File: config.mk
export PLATFORM = sky130hd
export DESIGN_NAME = sync_fifo_ctrl
export DESIGN_NICKNAME = d
export VERILOG_FILES = /design/src/rtl/fifo_pkg.sv /design/src/rtl/fifo_mem.sv /design/src/rtl/sync_fifo_ctrl.sv
export SDC_FILE = /design/constraint.sdc
export NUM_CORES = 1
export LEC_CHECK = 0
export CAP_MARGIN = 20
export CORE_MARGIN = 2
export CORE_UTILIZATION = 44
export DETAILED_ROUTE_END_ITERATION = 10
export PLACE_DENSITY = 0.64
export SETUP_SLACK_MARGIN = 0.4
export SLEW_MARGIN = 20
export SYNTH_ARGS = -nofsm -noshare
export SYNTH_HDL_FRONTEND = slang
export SYNTH_SLANG_ARGS = --single-unit
File: constraint.sdc
create_clock -name clk -period 5.18 [get_ports clk]
set_input_delay 1.295 -clock clk [delete_from_list [all_inputs] [get_ports clk]]
set_output_delay 1.295 -clock clk [all_outputs]
set_load 0.05 [all_outputs]
File: src/rtl/fifo_pkg.sv
// Shared types and helpers for the single-clock FIFO controller.
// Status bundle, access classification and counter-width helper.
package fifo_pkg;

    typedef struct packed {
        logic full;
        logic empty;
        logic almost_full;
        logic almost_empty;
    } fifo_status_t;

    // Classification of what actually happens to occupancy on a given edge.
    typedef enum logic [1:0] {
        ACC_NONE = 2'b00,
        ACC_WR   = 2'b01,
        ACC_RD   = 2'b10,
        ACC_RDWR = 2'b11
    } fifo_acc_e;

    // Occupancy spans 0..depth inclusive, so one extra code point is needed.
    function automatic int unsigned clog2_cnt(input int unsigned depth);
        return $clog2(depth + 1);
    endfunction

endpackage

File: src/rtl/fifo_mem.sv
// Storage array for sync_fifo_ctrl: one write port, one registered read port.
// Array contents are never reset; only the read register is.
module fifo_mem #(
    parameter int unsigned DATA_W = 8,
    parameter int unsigned DEPTH  = 16,
    parameter int unsigned ADDR_W = $clog2(DEPTH)
) (
    input  logic              clk,
    input  logic              rst_n,
    input  logic              we,
    input  logic [ADDR_W-1:0] waddr,
    input  logic [DATA_W-1:0] wdata,
    input  logic              re,
    input  logic [ADDR_W-1:0] raddr,
    output logic [DATA_W-1:0] rdata
);

    logic [DATA_W-1:0] mem [DEPTH];

    always_ff @(posedge clk) begin
        if (we) begin
            mem[waddr] <= wdata;
        end
    end

    // Same-address read+write returns the old word, which is the oldest entry when full.
    always_ff @(posedge clk or negedge rst_n) begin
        if (!rst_n) begin
            rdata <= '0;
        end else if (re) begin
            rdata <= mem[raddr];
        end
    end

endmodule

File: src/rtl/sync_fifo_ctrl.sv
// Single-clock FIFO controller: pointers, occupancy counter, status and sticky error flags.
// Active-low strobes, registered read data with one cycle of latency.
module sync_fifo_ctrl
    import fifo_pkg::*;
#(
    parameter int unsigned DATA_W   = 8,
    parameter int unsigned DEPTH    = 16,
    parameter int unsigned AF_LEVEL = DEPTH - 2,
    parameter int unsigned AE_LEVEL = 2,
    parameter int unsigned ADDR_W   = $clog2(DEPTH),
    parameter int unsigned CNT_W    = clog2_cnt(DEPTH)
) (
    input  logic              clk,
    input  logic              rst_n,
    input  logic              wr_n,
    input  logic [DATA_W-1:0] din,
    input  logic              rd_n,
    output logic [DATA_W-1:0] dout,
    output logic              full,
    output logic              empty,
    output logic              almost_full,
    output logic              almost_empty,
    output logic [CNT_W-1:0]  count,
    output logic              over_flow,
    output logic              under_flow,
    input  logic              err_clr
);

    if (DATA_W < 1) begin : g_bad_data_w
        $error("sync_fifo_ctrl: DATA_W must be >= 1");
    end
    if (DEPTH < 2 || (DEPTH & (DEPTH - 1)) != 0) begin : g_bad_depth
        $error("sync_fifo_ctrl: DEPTH must be a power of 2 and >= 2");
    end
    if (AF_LEVEL < 1 || AF_LEVEL > DEPTH) begin : g_bad_af
        $error("sync_fifo_ctrl: AF_LEVEL must be in 1..DEPTH");
    end
    if (AE_LEVEL > DEPTH - 1) begin : g_bad_ae
        $error("sync_fifo_ctrl: AE_LEVEL must be in 0..DEPTH-1");
    end
    if (ADDR_W != $clog2(DEPTH) || CNT_W != clog2_cnt(DEPTH)) begin : g_bad_derived
        $error("sync_fifo_ctrl: ADDR_W/CNT_W are derived and must not be overridden");
    end

    logic [ADDR_W:0]  wr_ptr;
    logic [ADDR_W:0]  rd_ptr;
    logic [CNT_W-1:0] cnt;
    fifo_status_t     st;
    fifo_acc_e        acc;
    logic             rd_ok;
    logic             wr_ok;
    logic             ovf_evt;
    logic             udf_evt;

    // Status depends only on registered pointers and counter, never on the strobes.
    always_comb begin
        st              = '0;
        st.empty        = (wr_ptr == rd_ptr);
        st.full         = (wr_ptr[ADDR_W-1:0] == rd_ptr[ADDR_W-1:0]) &&
                          (wr_ptr[ADDR_W] != rd_ptr[ADDR_W]);
        st.almost_full  = (cnt >= CNT_W'(AF_LEVEL));
        st.almost_empty = (cnt <= CNT_W'(AE_LEVEL));
    end

    // A write into a full FIFO is still accepted when a read frees a slot on the same edge.
    always_comb begin
        rd_ok   = !rd_n && !st.empty;
        wr_ok   = !wr_n && (!st.full || rd_ok);
        ovf_evt = !wr_n && st.full && !rd_ok;
        udf_evt = !rd_n && st.empty;
        acc     = fifo_acc_e'({rd_ok, wr_ok});
    end

    always_ff @(posedge clk or negedge rst_n) begin
        if (!rst_n) begin
            wr_ptr <= '0;
            rd_ptr <= '0;
            cnt    <= '0;
        end else begin
            if (wr_ok) begin
                wr_ptr <= wr_ptr + (ADDR_W + 1)'(1);
            end
            if (rd_ok) begin
                rd_ptr <= rd_ptr + (ADDR_W + 1)'(1);
            end
            unique case (acc)
                ACC_WR:  cnt <= cnt + CNT_W'(1);
                ACC_RD:  cnt <= cnt - CNT_W'(1);
                default: cnt <= cnt;
            endcase
        end
    end

    // A new error on the same edge as err_clr keeps the flag set.
    always_ff @(posedge clk or negedge rst_n) begin
        if (!rst_n) begin
            over_flow  <= 1'b0;
            under_flow <= 1'b0;
        end else begin
            if (ovf_evt) begin
                over_flow <= 1'b1;
            end else if (err_clr) begin
                over_flow <= 1'b0;
            end
            if (udf_evt) begin
                under_flow <= 1'b1;
            end else if (err_clr) begin
                under_flow <= 1'b0;
            end
        end
    end

    fifo_mem #(
        .DATA_W (DATA_W),
        .DEPTH  (DEPTH),
        .ADDR_W (ADDR_W)
    ) u_mem (
        .clk   (clk),
        .rst_n (rst_n),
        .we    (wr_ok),
        .waddr (wr_ptr[ADDR_W-1:0]),
        .wdata (din),
        .re    (rd_ok),
        .raddr (rd_ptr[ADDR_W-1:0]),
        .rdata (dout)
    );

    assign full         = st.full;
    assign empty        = st.empty;
    assign almost_full  = st.almost_full;
    assign almost_empty = st.almost_empty;
    assign count        = cnt;

endmodule

# Yosys cells after proc, flatten, opt, wreduce, memory -nomap -nowiden
# Memory sizes are Yosys's and may differ from the RTL's. A register that Yosys moved wholly into a read port is not among the register bits.
# Index checks and enable logic that the tools add are counted.
# word_totals
elab_cells	39
in_bits	13
n_memories	1
output_inout_bits	19
regBits	17
ram_bits	128
# op_classes
n_reduce_logical	16
mux	6
magnitude_cmp	2
eq_ne	5
add_sub_neg	4
# memory_table
name	depth	word_bits	rd	rd_ports_with_merged_regs	wr	line	text
u_mem.mem	16	8	1	1	1	fifo_mem.sv:18	logic [DATA_W-1:0] mem [DEPTH];
# op_table
operator	n
5-bit by 1-bit adder with 5-bit output, second input constant	3
5-bit one-hot mux with 2 select lines	1
1-bit logical AND	6
1-bit zero test	6
2-bit nonzero test	3
5-bit equality test	1
5-bit by 4-bit >= comparator with 1-bit output, second input constant	1
5-bit by 2-bit <= comparator with 1-bit output, second input constant	1
1-bit 2-to-1 mux	5
5-bit by 1-bit subtractor with 5-bit output, second input constant	1
4-bit equality test	1
2-bit by 1-bit equality test with 1-bit output, second input constant	1
2-bit equality test, second input constant	1
1-bit logical OR	1
1-bit inequality test	1

# Longest topological paths before layout
# depth
depth_word	7
depth_mapped	15
depth_no_buf	12

# Hierarchy
# Synthesis repeated with hierarchy kept, for this count alone.
# hier_totals
hier_cells	319
hier_area_um2	6277.3
# modules_own_cells
module	seq_area_each_um2	area_each_um2	n_inst	cells_each
fifo_mem	4043.9	5331.4	1	240
sync_fifo_ctrl	425.4	945.9	1	79

# Worst setup path after synthesis
# No wires, ideal clock.
# synth_path
kind	register to output
from	reg cnt[1] (netlist: count[1])
to	out almost_empty
t_arrival_ns	3.295
path_stages_with_launch	3
path_slack_ns	0.590
n_path_buf	1
t_required_ns	3.885
cell_sequence	dfrtp_1 > clkbuf_1 > a2111oi_0
# synth_via
elab_chain_len	1
# synth_rtl
element	line	text
start: declaration	sync_fifo_ctrl.sv:47	logic [CNT_W-1:0] cnt;
start signal: assignment	sync_fifo_ctrl.sv:87	ACC_WR: cnt <= cnt + CNT_W'(1);
start signal: assignment	sync_fifo_ctrl.sv:88	ACC_RD: cnt <= cnt - CNT_W'(1);
start signal: assignment	sync_fifo_ctrl.sv:89	default: cnt <= cnt;
5-bit by 2-bit <= comparator with 1-bit output	sync_fifo_ctrl.sv:62	st.almost_empty = (cnt <= CNT_W'(AE_LEVEL));
end: declaration	sync_fifo_ctrl.sv:22	output logic almost_empty,
# No other way between the ends.

# Worst setup path after layout
# layout_path
from	reg rd_ptr[0]
to	out empty
# layout_via
elab_chain_len	1
# layout_rtl
element	line	text
start: declaration	sync_fifo_ctrl.sv:46	logic [ADDR_W:0] rd_ptr;
start signal: assignment	sync_fifo_ctrl.sv:84	rd_ptr <= rd_ptr + (ADDR_W + 1)'(1);
5-bit equality test	sync_fifo_ctrl.sv:58	st.empty = (wr_ptr == rd_ptr);
end: declaration	sync_fifo_ctrl.sv:20	output logic empty,
# No other way between the ends.

==> run summary <==
The flow ran to the end, and the final reports show no timing, DRC or antenna violations. The worst hold margin came out at ~0.5 ns. CTS saw ~150 sinks. The path depth of the worst reg2reg path came out at 12.

The initial utilization of the core area, before any placement, comes to a little under half. TritonCTS built the clock tree. The clock-pin transition on the worst setup and hold timing paths came out at 0.06 ns. The required time of the worst setup path is about 3.9 ns. The setup skew after layout is ~0.0073 ns.

In this run the static leakage power is roughly 2.5 nW. Ranked by instance count, the synthesized netlist is headed by 128 x edfxtp_1, 25 x dfrtp_1, 24 x mux4_2. The worst-case clock buffer depth is 2. The critical path launch point is rd_ptr[0]. The number of setup buffers added after CTS came out at 0.

Yosys instantiated no cell more often than edfxtp_1. The maximum frequency from static timing analysis is around 240 MHz. In this run the critical register-to-register path is launched from rd_ptr[0].

The average cell area after synthesis is between 15 and 20 um^2. The post-route clock period utilization is around four fifths. The area added between synthesis and finish came out at 15.44%. The vertical extent of the die is around 120 um. The routed design has 12160 um of wire. The global-route congestion overflow total is 0. The total iterations of the first detailed-routing run is 4. The kind of capture point of the worst setup path is an output pin. The share of synthesized registers carrying an async set or reset is 16.34%.

The floorplan step defined a core boundary enclosing 13990 um^2. The final critical delay including setup and external delays is 4.190 ns. The critical path in this run is classified as flop to output pin. The horizontal extent of the die came out at roughly 120 um.

The worst register-to-register path ends at count[4]. The number of synthesized flops with an enable pin came out at around 130. The count of distinct cell types in the synthesized netlist is 35.

The synthesized net count came out at about 390. The number of nets at the end of the flow came out at approximately 420. After routing, the total negative slack on setup checks comes to 0 ns. After routing the design area is 7325 um^2. The number of DRC violations after detailed routing came out at 0.

Measured against its own limit, the worst slew margin works out to a little under half. The number of design-rule violations left by the first detailed-router iteration is 363. The slew at the pin closest to its max-slew limit came out at 0.8211 ns. The average vias per placed instance came out at between 5 and 6. The count of cells resized by post-cts repair is 0. The total track usage came out at between 10% and 20%. The hold violation count in the final report came out at 0. The max-slew violation total from the final report came to 0. The later-pin clock latency in the skew report came out at between 0.4 and 0.5 ns.

Sequential elements use a little over two thirds of the synthesized area. The worst ir drop on vdd came out at between 0.0003 and 0.0004 V. CTS placed an instance of clkbuf_16 at the clock tree root. Total power for the finished layout comes to 4.407 mW. The reg-to-reg setup timing slack is approximately 1.6 ns.

In this run the worst path has a maximum fanout of 22. The global-route wire length before repair came out at between 15000 and 20000 um. The overall via count from detail_route came out at ~3200. The warning count from the yosys run came out at 0. Yosys attributes the largest share of cell area to edfxtp_1 61%, dfrtp_1 9.9%, mux4_2 8.5%. The number of buffers added by the clock tree synthesis step came out at 17. The number of global-route vias before repair came out at 3092. The floorplan die area came out at 15400 um^2. Setup violations remaining at the end of the flow were counted as 0.

The total power density per cell area came out at approximately 600 nW/um^2. The hold buffer count at cts is 0. The cell count of the worst hold path is 1. The placed instance area is a little under 7000 um^2.

The weighted congestion reported at the end of routability-driven placement came out at ~0.77. Summing every instance area after synthesis gives ~6300 um^2. The routed wirelength normalized by instance count is around 21 um. For this run, the leading register cell type out of synthesis is edfxtp_1. The number of antenna diodes is 0. The type of the worst min-delay path is flop to flop. The initial antenna violation count was 0. The detail route stage leaves a number of antenna-violating nets equal to 0. Setup repair after global routing left no endpoint under its margin. STA puts the critical path data arrival time at between 2 and 3 ns. The worst hold path begins at wr_ptr[4]. The floorplan has between 40 and 50 rows. The post-DP HPWL came out at approximately 7600 um.

The proportion of layout cells with a drive suffix above 1 is ~17%. The CTS H-tree depth is 4. For this design the top-level I/O count stands at 32. Synthesis produced 364 cells. The largest net degree at the start of global routing is between 50 and 60.

The number of buffers added on ports is 31. STA classifies the critical path startpoint as a flop. The post-synthesis register bit count is 153.

The reported max-cap violation count came out at 0. The share of the synthesized area in the top cell type is roughly 61%. The end point of the worst hold path is wr_ptr[4]. The largest total area in the synthesized netlist belongs to edfxtp_1.
[kinds of logic (layout without fill, tap and decap cells)]
kind of cell	Yosys count	after routing	synth area share [%]
mux	42	42	11.56
buf+inv	31	75	2.840
compound gates	49	49	5.186
xor+xnor	19	19	2.623
flops	153	153	70.44
fa+ha+maj	8	8	1.578
simple gates	62	62	5.778
[power by group]
part | leakage [nW] | switching (mW) | internal [mW]
combinational | 0.801 | 0.880 | 0.614
clock | 0.273 | 0.455 | 0.743
sequential | 1.45 | 0.175 | 1.54
[placed cells by master, fill, tap and decap left out, drive strengths merged, types with 2 or more instances in the layout]
cell type      netlist  layout
edfxtp             128     128
clkdlybuf4s50        0      30
dfrtp               25      25
mux4                24      24
a21oi               20      20
nor2b               19      19
clkbuf               7      19
and3                15      15
xor2                11      11
nor2                11      11
mux2                10      10
a2111oi              9       9
clkinv               0       9
xnor2                8       8
inv                  8       8
mux2i                8       8
a211oi               8       8
ha                   8       8
nand2                6       6
buf                 16       5
o21ai                3       3
a21o                 3       3
bufinv               0       3
and2                 2       2
nand2b               2       2
nand4                2       2
a22oi                2       2
nor4b                2       2
o22ai                2       2
[state kept, by name, summed over array words and instances, names as in the netlist]
signal,cells
count,5
over_flow,1
rd_ptr,5
u_mem.mem,128
u_mem.rdata,8
under_flow,1
wr_ptr,5
[critical path: stages (launching register included)]
cell,delay (ns)
dfrtp_1,0.87
xor2_1,0.21
nor4_4,0.39
nand2_1,0.12
inv_1,0.07
clkdlybuf4s50_1,0.81
[final cells by class]
class | instances | area (um^2)
flip-flops and latches | 153 | 4472
repair buffers | 35 | 335.3
fillers | 1132 | 6664
clock buffers | 19 | 432.9
clock inverters | 13 | 133.9
well taps | 180 | 225.2
multi-input cells | 180 | 1695
inverters | 8 | 30.03
[layer usage]
metal / global-route usage (%) / routed length (um)
met1: 25.01 / 5675
met2: 25.03 / 5806
met3: 5.037 / 548
met4: 5.548 / 129
met5: 0 / 0
[how the worst max path moves through the flow]
stage,to,cells past startpoint
after floorplan,almost_empty,2
after global placement,count[4],11
final,empty,5
after detailed placement,count[4],11
after global routing,empty,5
after CTS,empty,5
[per-stage QoR]
step	std cells	utilization (%)	setup slack [ns]
after floorplan	364	-	0.5903
after global placement	556	48.35	1.285
after detailed placement	556	48.35	1.166
after CTS	588	52.40	0.9332
after global routing	588	52.36	0.8195
final	588	52.36	0.9899
Power figures use the tool's default switching activity.
